`src/rtl/neuron_driver_pkg.sv`:
```
// Shared constants and FSM encoding for the CORDIC neuron driver.
package neuron_driver_pkg;

  localparam int DEF_WIDTH   = 15;
  localparam int DEF_AW      = 3;
  localparam int DEF_TIMEOUT = 63;

  typedef enum logic [2:0] {
    ST_IDLE    = 3'd0,
    ST_SETUP   = 3'd1,
    ST_RUN     = 3'd2,
    ST_CAPTURE = 3'd3,
    ST_OUT     = 3'd4
  } state_t;

endpackage

```
`src/rtl/neuron_driver_operand_buf.sv`:
```
// DEPTH-entry input/weight register file: one write port, combinational read.
module neuron_operand_buf #(
  parameter int WIDTH = 15,
  parameter int AW    = 3
) (
  input  logic          clk,
  input  logic          we,
  input  logic [AW-1:0] waddr,
  input  logic [WIDTH:0] wx,
  input  logic [WIDTH:0] ww,
  input  logic [AW-1:0] raddr,
  output logic [WIDTH:0] rx,
  output logic [WIDTH:0] rw
);

  logic [WIDTH:0] x_mem_r [0:(1<<AW)-1];
  logic [WIDTH:0] w_mem_r [0:(1<<AW)-1];

  // Operand storage, never cleared by reset.
  always_ff @(posedge clk) begin
    if (we) begin
      x_mem_r[waddr] <= wx;
      w_mem_r[waddr] <= ww;
    end
  end

  assign rx = x_mem_r[raddr];
  assign rw = w_mem_r[raddr];

endmodule

```
`src/rtl/neuron_driver.sv`:
```
// Sequences a multi-term dot product plus activation through one CORDIC neuron,
// feeding each run's linear result back as the next run's accumulator.
module neuron_driver
  import neuron_driver_pkg::*;
#(
  parameter int WIDTH   = DEF_WIDTH,
  parameter int AW      = DEF_AW,
  parameter int TIMEOUT = DEF_TIMEOUT
) (
  input  logic           clk,
  input  logic           reset,
  input  logic           load_we,
  input  logic [AW-1:0]  load_addr,
  input  logic [WIDTH:0] load_x,
  input  logic [WIDTH:0] load_w,
  input  logic [WIDTH:0] bias,
  input  logic [AW:0]    n_terms,
  input  logic           start,
  output logic           busy,
  output logic           err,
  output logic           res_valid,
  input  logic           res_ready,
  output logic [WIDTH:0] res_lin,
  output logic [WIDTH:0] res_sinh,
  output logic [WIDTH:0] res_cosh,
  output logic [WIDTH:0] nrn_Xo,
  output logic [WIDTH:0] nrn_Yo,
  output logic [WIDTH:0] nrn_Zo,
  output logic           nrn_reset,
  output logic           nrn_af_en,
  input  logic           nrn_complete,
  input  logic [WIDTH:0] nrn_Yout,
  input  logic [WIDTH:0] nrn_Sin_H,
  input  logic [WIDTH:0] nrn_Cos_H
);

  localparam int TW = $clog2(TIMEOUT + 1);
  localparam logic [TW-1:0] TIMER_LAST = TW'(TIMEOUT - 1);
  localparam logic [AW:0]   CNT_ONE    = (AW+1)'(1);
  localparam logic [AW:0]   CNT_DEPTH  = (AW+1)'(1 << AW);
  localparam logic [AW-1:0] IDX_ONE    = AW'(1);

  function automatic logic bad_len(input logic [AW:0] n);
    bad_len = (n == '0) || (n > CNT_DEPTH);
  endfunction

  state_t         state_r, state_next_s;
  logic [AW-1:0]  idx_r, idx_next_s;
  logic [AW:0]    cnt_r, cnt_next_s;
  logic [WIDTH:0] acc_r, acc_next_s;
  logic [TW-1:0]  timer_r, timer_next_s;
  logic           busy_r, busy_next_s;
  logic           err_r, err_next_s;
  logic           valid_r, valid_next_s;
  logic           res_load_s, ops_load_s, af_next_s;
  logic [WIDTH:0] res_lin_r, res_sinh_r, res_cosh_r;
  logic [WIDTH:0] nrn_xo_r, nrn_yo_r, nrn_zo_r;
  logic           nrn_reset_r, nrn_af_en_r;
  logic [WIDTH:0] buf_x_s, buf_w_s;

  // Read at the next index so operand registers are loaded entering SETUP
  // and refreshed once more at launch, picking up late writes.
  neuron_operand_buf #(.WIDTH(WIDTH), .AW(AW)) u_buf (
    .clk   (clk),
    .we    (load_we),
    .waddr (load_addr),
    .wx    (load_x),
    .ww    (load_w),
    .raddr (idx_next_s),
    .rx    (buf_x_s),
    .rw    (buf_w_s)
  );

  // Next-state and datapath control.
  always_comb begin
    state_next_s = state_r;
    idx_next_s   = idx_r;
    cnt_next_s   = cnt_r;
    acc_next_s   = acc_r;
    timer_next_s = timer_r;
    busy_next_s  = busy_r;
    err_next_s   = err_r;
    valid_next_s = valid_r;
    res_load_s   = 1'b0;
    case (state_r)
      ST_IDLE: begin
        if (start) begin
          if (bad_len(n_terms)) begin
            err_next_s = 1'b1;
          end else begin
            acc_next_s   = bias;
            cnt_next_s   = n_terms;
            idx_next_s   = '0;
            err_next_s   = 1'b0;
            busy_next_s  = 1'b1;
            state_next_s = ST_SETUP;
          end
        end else begin
          state_next_s = ST_IDLE;
        end
      end
      ST_SETUP: begin
        timer_next_s = '0;
        state_next_s = ST_RUN;
      end
      ST_RUN: begin
        if (nrn_complete) begin
          state_next_s = ST_CAPTURE;
        end else if (timer_r == TIMER_LAST) begin
          err_next_s   = 1'b1;
          busy_next_s  = 1'b0;
          state_next_s = ST_IDLE;
        end else begin
          timer_next_s = timer_r + TW'(1);
        end
      end
      ST_CAPTURE: begin
        acc_next_s = nrn_Yout;
        if ({1'b0, idx_r} == cnt_r - CNT_ONE) begin
          res_load_s   = 1'b1;
          valid_next_s = 1'b1;
          state_next_s = ST_OUT;
        end else begin
          idx_next_s   = idx_r + IDX_ONE;
          state_next_s = ST_SETUP;
        end
      end
      ST_OUT: begin
        if (res_ready) begin
          valid_next_s = 1'b0;
          busy_next_s  = 1'b0;
          state_next_s = ST_IDLE;
        end else begin
          state_next_s = ST_OUT;
        end
      end
      default: begin
        state_next_s = ST_IDLE;
      end
    endcase
  end

  assign ops_load_s = (state_next_s == ST_SETUP) || (state_r == ST_SETUP);
  assign af_next_s  = ({1'b0, idx_next_s} == cnt_next_s - CNT_ONE);

  // State, datapath and registered outputs.
  always_ff @(posedge clk) begin
    if (!reset) begin
      state_r     <= ST_IDLE;
      idx_r       <= '0;
      cnt_r       <= '0;
      acc_r       <= '0;
      timer_r     <= '0;
      busy_r      <= 1'b0;
      err_r       <= 1'b0;
      valid_r     <= 1'b0;
      res_lin_r   <= '0;
      res_sinh_r  <= '0;
      res_cosh_r  <= '0;
      nrn_xo_r    <= '0;
      nrn_yo_r    <= '0;
      nrn_zo_r    <= '0;
      nrn_reset_r <= 1'b0;
      nrn_af_en_r <= 1'b0;
    end else begin
      state_r     <= state_next_s;
      idx_r       <= idx_next_s;
      cnt_r       <= cnt_next_s;
      acc_r       <= acc_next_s;
      timer_r     <= timer_next_s;
      busy_r      <= busy_next_s;
      err_r       <= err_next_s;
      valid_r     <= valid_next_s;
      nrn_reset_r <= (state_next_s == ST_RUN);
      if (res_load_s) begin
        res_lin_r  <= nrn_Yout;
        res_sinh_r <= nrn_Sin_H;
        res_cosh_r <= nrn_Cos_H;
      end
      if (ops_load_s) begin
        nrn_xo_r    <= buf_x_s;
        nrn_yo_r    <= acc_next_s;
        nrn_zo_r    <= buf_w_s;
        nrn_af_en_r <= af_next_s;
      end
    end
  end

  assign busy      = busy_r;
  assign err       = err_r;
  assign res_valid = valid_r;
  assign res_lin   = res_lin_r;
  assign res_sinh  = res_sinh_r;
  assign res_cosh  = res_cosh_r;
  assign nrn_Xo    = nrn_xo_r;
  assign nrn_Yo    = nrn_yo_r;
  assign nrn_Zo    = nrn_zo_r;
  assign nrn_reset = nrn_reset_r;
  assign nrn_af_en = nrn_af_en_r;

endmodule

```
`config.mk`:
```
export PLATFORM = sky130hd
export DESIGN_NAME = neuron_driver
export DESIGN_NICKNAME = d
export VERILOG_FILES = /design/src/rtl/neuron_driver_pkg.sv /design/src/rtl/neuron_driver_operand_buf.sv /design/src/rtl/neuron_driver.sv
export SDC_FILE = /design/constraint.sdc
export NUM_CORES = 1
export LEC_CHECK = 0
export ABC_AREA = 1
export CAP_MARGIN = 20
export CORE_MARGIN = 4
export CORE_UTILIZATION = 30
export CTS_BUF_LIST = sky130_fd_sc_hd__clkbuf_4 sky130_fd_sc_hd__clkbuf_8
export DETAILED_ROUTE_END_ITERATION = 10
export PLACE_DENSITY = 0.6
export SLEW_MARGIN = 15
export SYNTH_ARGS = -nofsm -noshare
export SYNTH_HDL_FRONTEND = slang
export SYNTH_SLANG_ARGS = --single-unit
```
`constraint.sdc`:
```
create_clock -name clk -period 3.4 [get_ports clk]
set_input_delay 0.68 -clock clk [delete_from_list [all_inputs] [get_ports clk]]
set_output_delay 0.68 -clock clk [all_outputs]
set_load 0.005 [all_outputs]
```
==> results_dict.tcl <==
set metrics [dict create \
    synthToLayoutAreaGrowth_pct 27.98 \
    critPathMaxStageDelay_ns 0.34 \
    grt-busiest-layer "met2" \
    clock-sinks 389 \
    rsz0062_at_grt "false" \
    p_seq_frac 0.472 \
    p_int_uw 8662 \
    io_buffers 209 \
    dr.pass1.iters 5 \
    grt_pass1_wl_mm 68.68 \
    fin_skew_ns 0.02413 \
    p_switching_uw 2820 \
    slew_violations 0 \
    track_usage 0.1515 \
    synth-adder-area-share 0.003843 \
    rows 85 \
    min_period_ns 2.765 \
    tns_ns 0 \
    via_per_inst 4.661 \
    syn_inst 1670 \
    synthMuxAreaShare 0 \
    h-tree-depth 3 \
    grt_use_met3 0.04994 \
    fmax_mhz 361.6 \
    finalWeightedCongestion 0.8055 \
    synth_compound_area_frac 0.06448 \
    use_met1 0.1897 \
    cts_made_buffers 73 \
    die_h_um 240.9 \
    final-hold-violation-count 0 \
    cts_tree "built" \
    clockBufferDepth 3 \
    instances_no_fill 2645 \
    cap_viol_max_count 0 \
    ant_nets 0 \
    start_kind "flop" \
    cts_setup_buffers 0 \
    p_sw_frac 0.2456 \
    io_pins 210 \
    clk_latency_ns 0.64 \
    worstMarginPinSlew_ns 0.7387 \
    cp-end-kind "flop" \
    outcome "completed" \
    vias 12330 \
    antenna_found_initial 6 \
    irDropWorstVdd_uv 311.6 \
    start_util 0.3025 \
    cp_top_family "simple AND/OR/NAND/NOR gates" \
    slowest_stage "dfxtp_1" \
    criticalPathCategory "reg -> reg" \
    cts_resized 0 \
    cts_root_buffer "clkbuf_8" \
    use_met2 0.2496 \
    avgSynthCellArea_um2 9.748 \
    grt_pass1_vias 12090 \
    post_drt_wl_per_cell_um 16.96 \
    synth-xor-area-share 0 \
    hold_path_class "reg -> reg" \
    synth-seq-cells 389 \
    yosysSeqAreaShare 0.6358 \
    drc 0 \
    overflow 0 \
    arrival_ns 3.29 \
    wl_mm 44.87 \
    syn-num-nets 1784 \
    dpl.cell_count 2510 \
    setup_viol_count_final 0 \
    cts.reportedPaths.clkPinSlew_ns 0.06 \
    cp_max_fo 64 \
    p_clk_frac 0.417 \
    fin_crit_sh 0.8133 \
    fp.dieW_um 240.9 \
    dpl.hpwl_mm 26.70 \
    synth_top_family_by_area "simple AND/OR/NAND/NOR gates" \
    yosys.area_share.simple 0.2047 \
    dieArea_mm2 0.05805 \
    crit_chain "inv_2 > ha_1 > nand2_1 > inv_1 > nor2_1 > nand2_1 > nor2_2 > nand2_1 > nand2_2 > nand2_4 > nand2_4 > buf_12 > nand2_1 > nand3_1 > nand3_1 > nand2_1 > a21oi_1" \
    crit_path_frequent_cell "nand2_1" \
    relSlewSlack 0.5068 \
    cp_num_buf_inv 3 \
    drt_iter0_drc 704 \
    synth_cell_types 37 \
    final_nets 2003 \
    p_leak_uw 0.008339 \
    floorplan.core_area_mm2 0.05381 \
    syn_area_mm2 0.01628 \
    cts_hold_buf 0 \
    drive_gt1_frac 0.1002 \
    cp.required_ns 3.92 \
    ys_warn_count 0 \
    grt_max_degree 113 \
    multi_input_area_mm2 0.004523 \
    combPwrFrac 0.111 \
    seqCellArea_mm2 0.01035 \
    fill_cells 5303 \
    power.density_mw_per_mm2 551.1 \
]
-- layer usage --
metal	vias to the layer above	wire [um]
met2	430	20580
li1	6010	-
met1	5790	19140
met3	93	4037
met4	6	1076
met5	-	37
-- worst reg2reg max path: stages, from the launching register on --
cell	delay [ns]
dfxtp_1	0.34
inv_2	0.06
ha_1	0.30
nand2_1	0.06
inv_1	0.03
nor2_1	0.08
nand2_1	0.06
nor2_2	0.16
nand2_1	0.13
nand2_2	0.13
nand2_4	0.20
nand2_4	0.31
buf_12	0.32
nand2_1	0.14
nand3_1	0.08
nand3_1	0.10
nand2_1	0.09
a21oi_1	0.05
-- power by group through the flow --
| stage | Sequential [uW] | Combinational (uW) | Clock (uW) |
|---|---|---|---|
| floorplan | 5490 | 582 | 0 |
| global placement | 5510 | 1280 | 0 |
| detailed placement | 5520 | 1290 | 0 |
| CTS | 5420 | 1300 | 4950 |
| global route | 5450 | 1420 | 5180 |
| finish | 5420 | 1270 | 4790 |
-- cells by family (layout without fill, tap and decap cells) --
| logic type | Yosys count | in the layout |
|---|---|---|
| adders and majority gates | 5 | 5 |
| other | 0 | 2 |
| and+or+nand+nor | 724 | 724 |
| buffers and inverters | 359 | 636 |
| DFF | 389 | 389 |
| AOI/OAI and AO/OA | 193 | 193 |
-- cells in the mapped netlist (all sizes together) --
master	count	share of area
a22o	14	0.0075
dfxtp	133	0.16
clkbuf	30	0.0069
a31oi	3	0.0012
nor3	3	0.0016
edfxtp	256	0.47
o2111ai	1	0.00054
buf	69	0.024
ha	5	0.0038
nand3b	35	0.017
nor2	59	0.014
a2111oi	1	0.00054
or2	2	0.00077
o21ai	52	0.016
nand3	303	0.095
o211ai	1	0.00046
nor3b	2	0.00092
a32o	2	0.0012
inv	258	0.059
clkinv	2	0.00077
a21oi	116	0.036
a211oi	3	0.0014
nand4	2	0.00077
nand2	318	0.075
-- final cells by class --
class                      count  share of cell area
clock buffer                 112             0.06498
tap                          696             0.04180
inverter                     260             0.04708
clock inverter                21             0.01057
multi-input combinational    922              0.2171
sequential                   389              0.4968
antenna                        2           0.0002402
timing repair buffer         243              0.1214
-- worst paths after layout --
kind / slack (ns) / endpoint / start / cells after the start
setup / recovery: 0.63 / nrn_Zo[13] / cnt_r[0] / 17
hold / removal: 0.46 / res_cosh[7] / res_cosh[7] / 2
setup reg to reg: 0.63 / nrn_Zo[13] / cnt_r[0] / 17
hold reg to reg: 0.46 / res_cosh[7] / res_cosh[7] / 2
-- stage by stage --
stage                     total power, uW  instance area (um2)  utilization  hold slack, ns  setup WS (ns)
after floorplan                      6070                16280            -          0.4444         0.8021
after global placement               6790                19250       0.3578          0.4509         0.4285
after detailed placement             6803                19250       0.3578          0.4573         0.4717
after CTS                           11670                20830       0.3871          0.4656         0.6226
after global routing                12050                20830       0.3871          0.4828         0.3359
final                               11480                20830       0.3871          0.4619         0.6348
-- layout by cell type, fill, tap and decap left out, types with 19 or more instances in the layout --
| cell | n |
|---|---|
| buf_4 | 19 |
| nand3b_1 | 34 |
| nand3_1 | 301 |
| clkbuf_4 | 30 |
| nor2_1 | 48 |
| o21ai_0 | 51 |
| a21oi_1 | 116 |
| inv_1 | 252 |
| edfxtp_1 | 256 |
| clkbuf_8 | 82 |
| clkdlybuf4s50_1 | 208 |
| nand2_1 | 308 |
| dfxtp_1 | 133 |
-- flip-flops by register name, summed over array words and instances, names as in the netlist --
signal         cells
u_buf.w_mem_r    128
timer_r            6
err                1
nrn_Yo            16
cnt_r              4
acc_r             16
nrn_Xo            16
nrn_Zo            16
res_cosh          16
res_lin           16
state_r            3
busy               1
res_valid          1
res_sinh          16
nrn_reset          1
idx_r              3
nrn_af_en          1
u_buf.x_mem_r    128
Power figures use the tool's default switching activity.
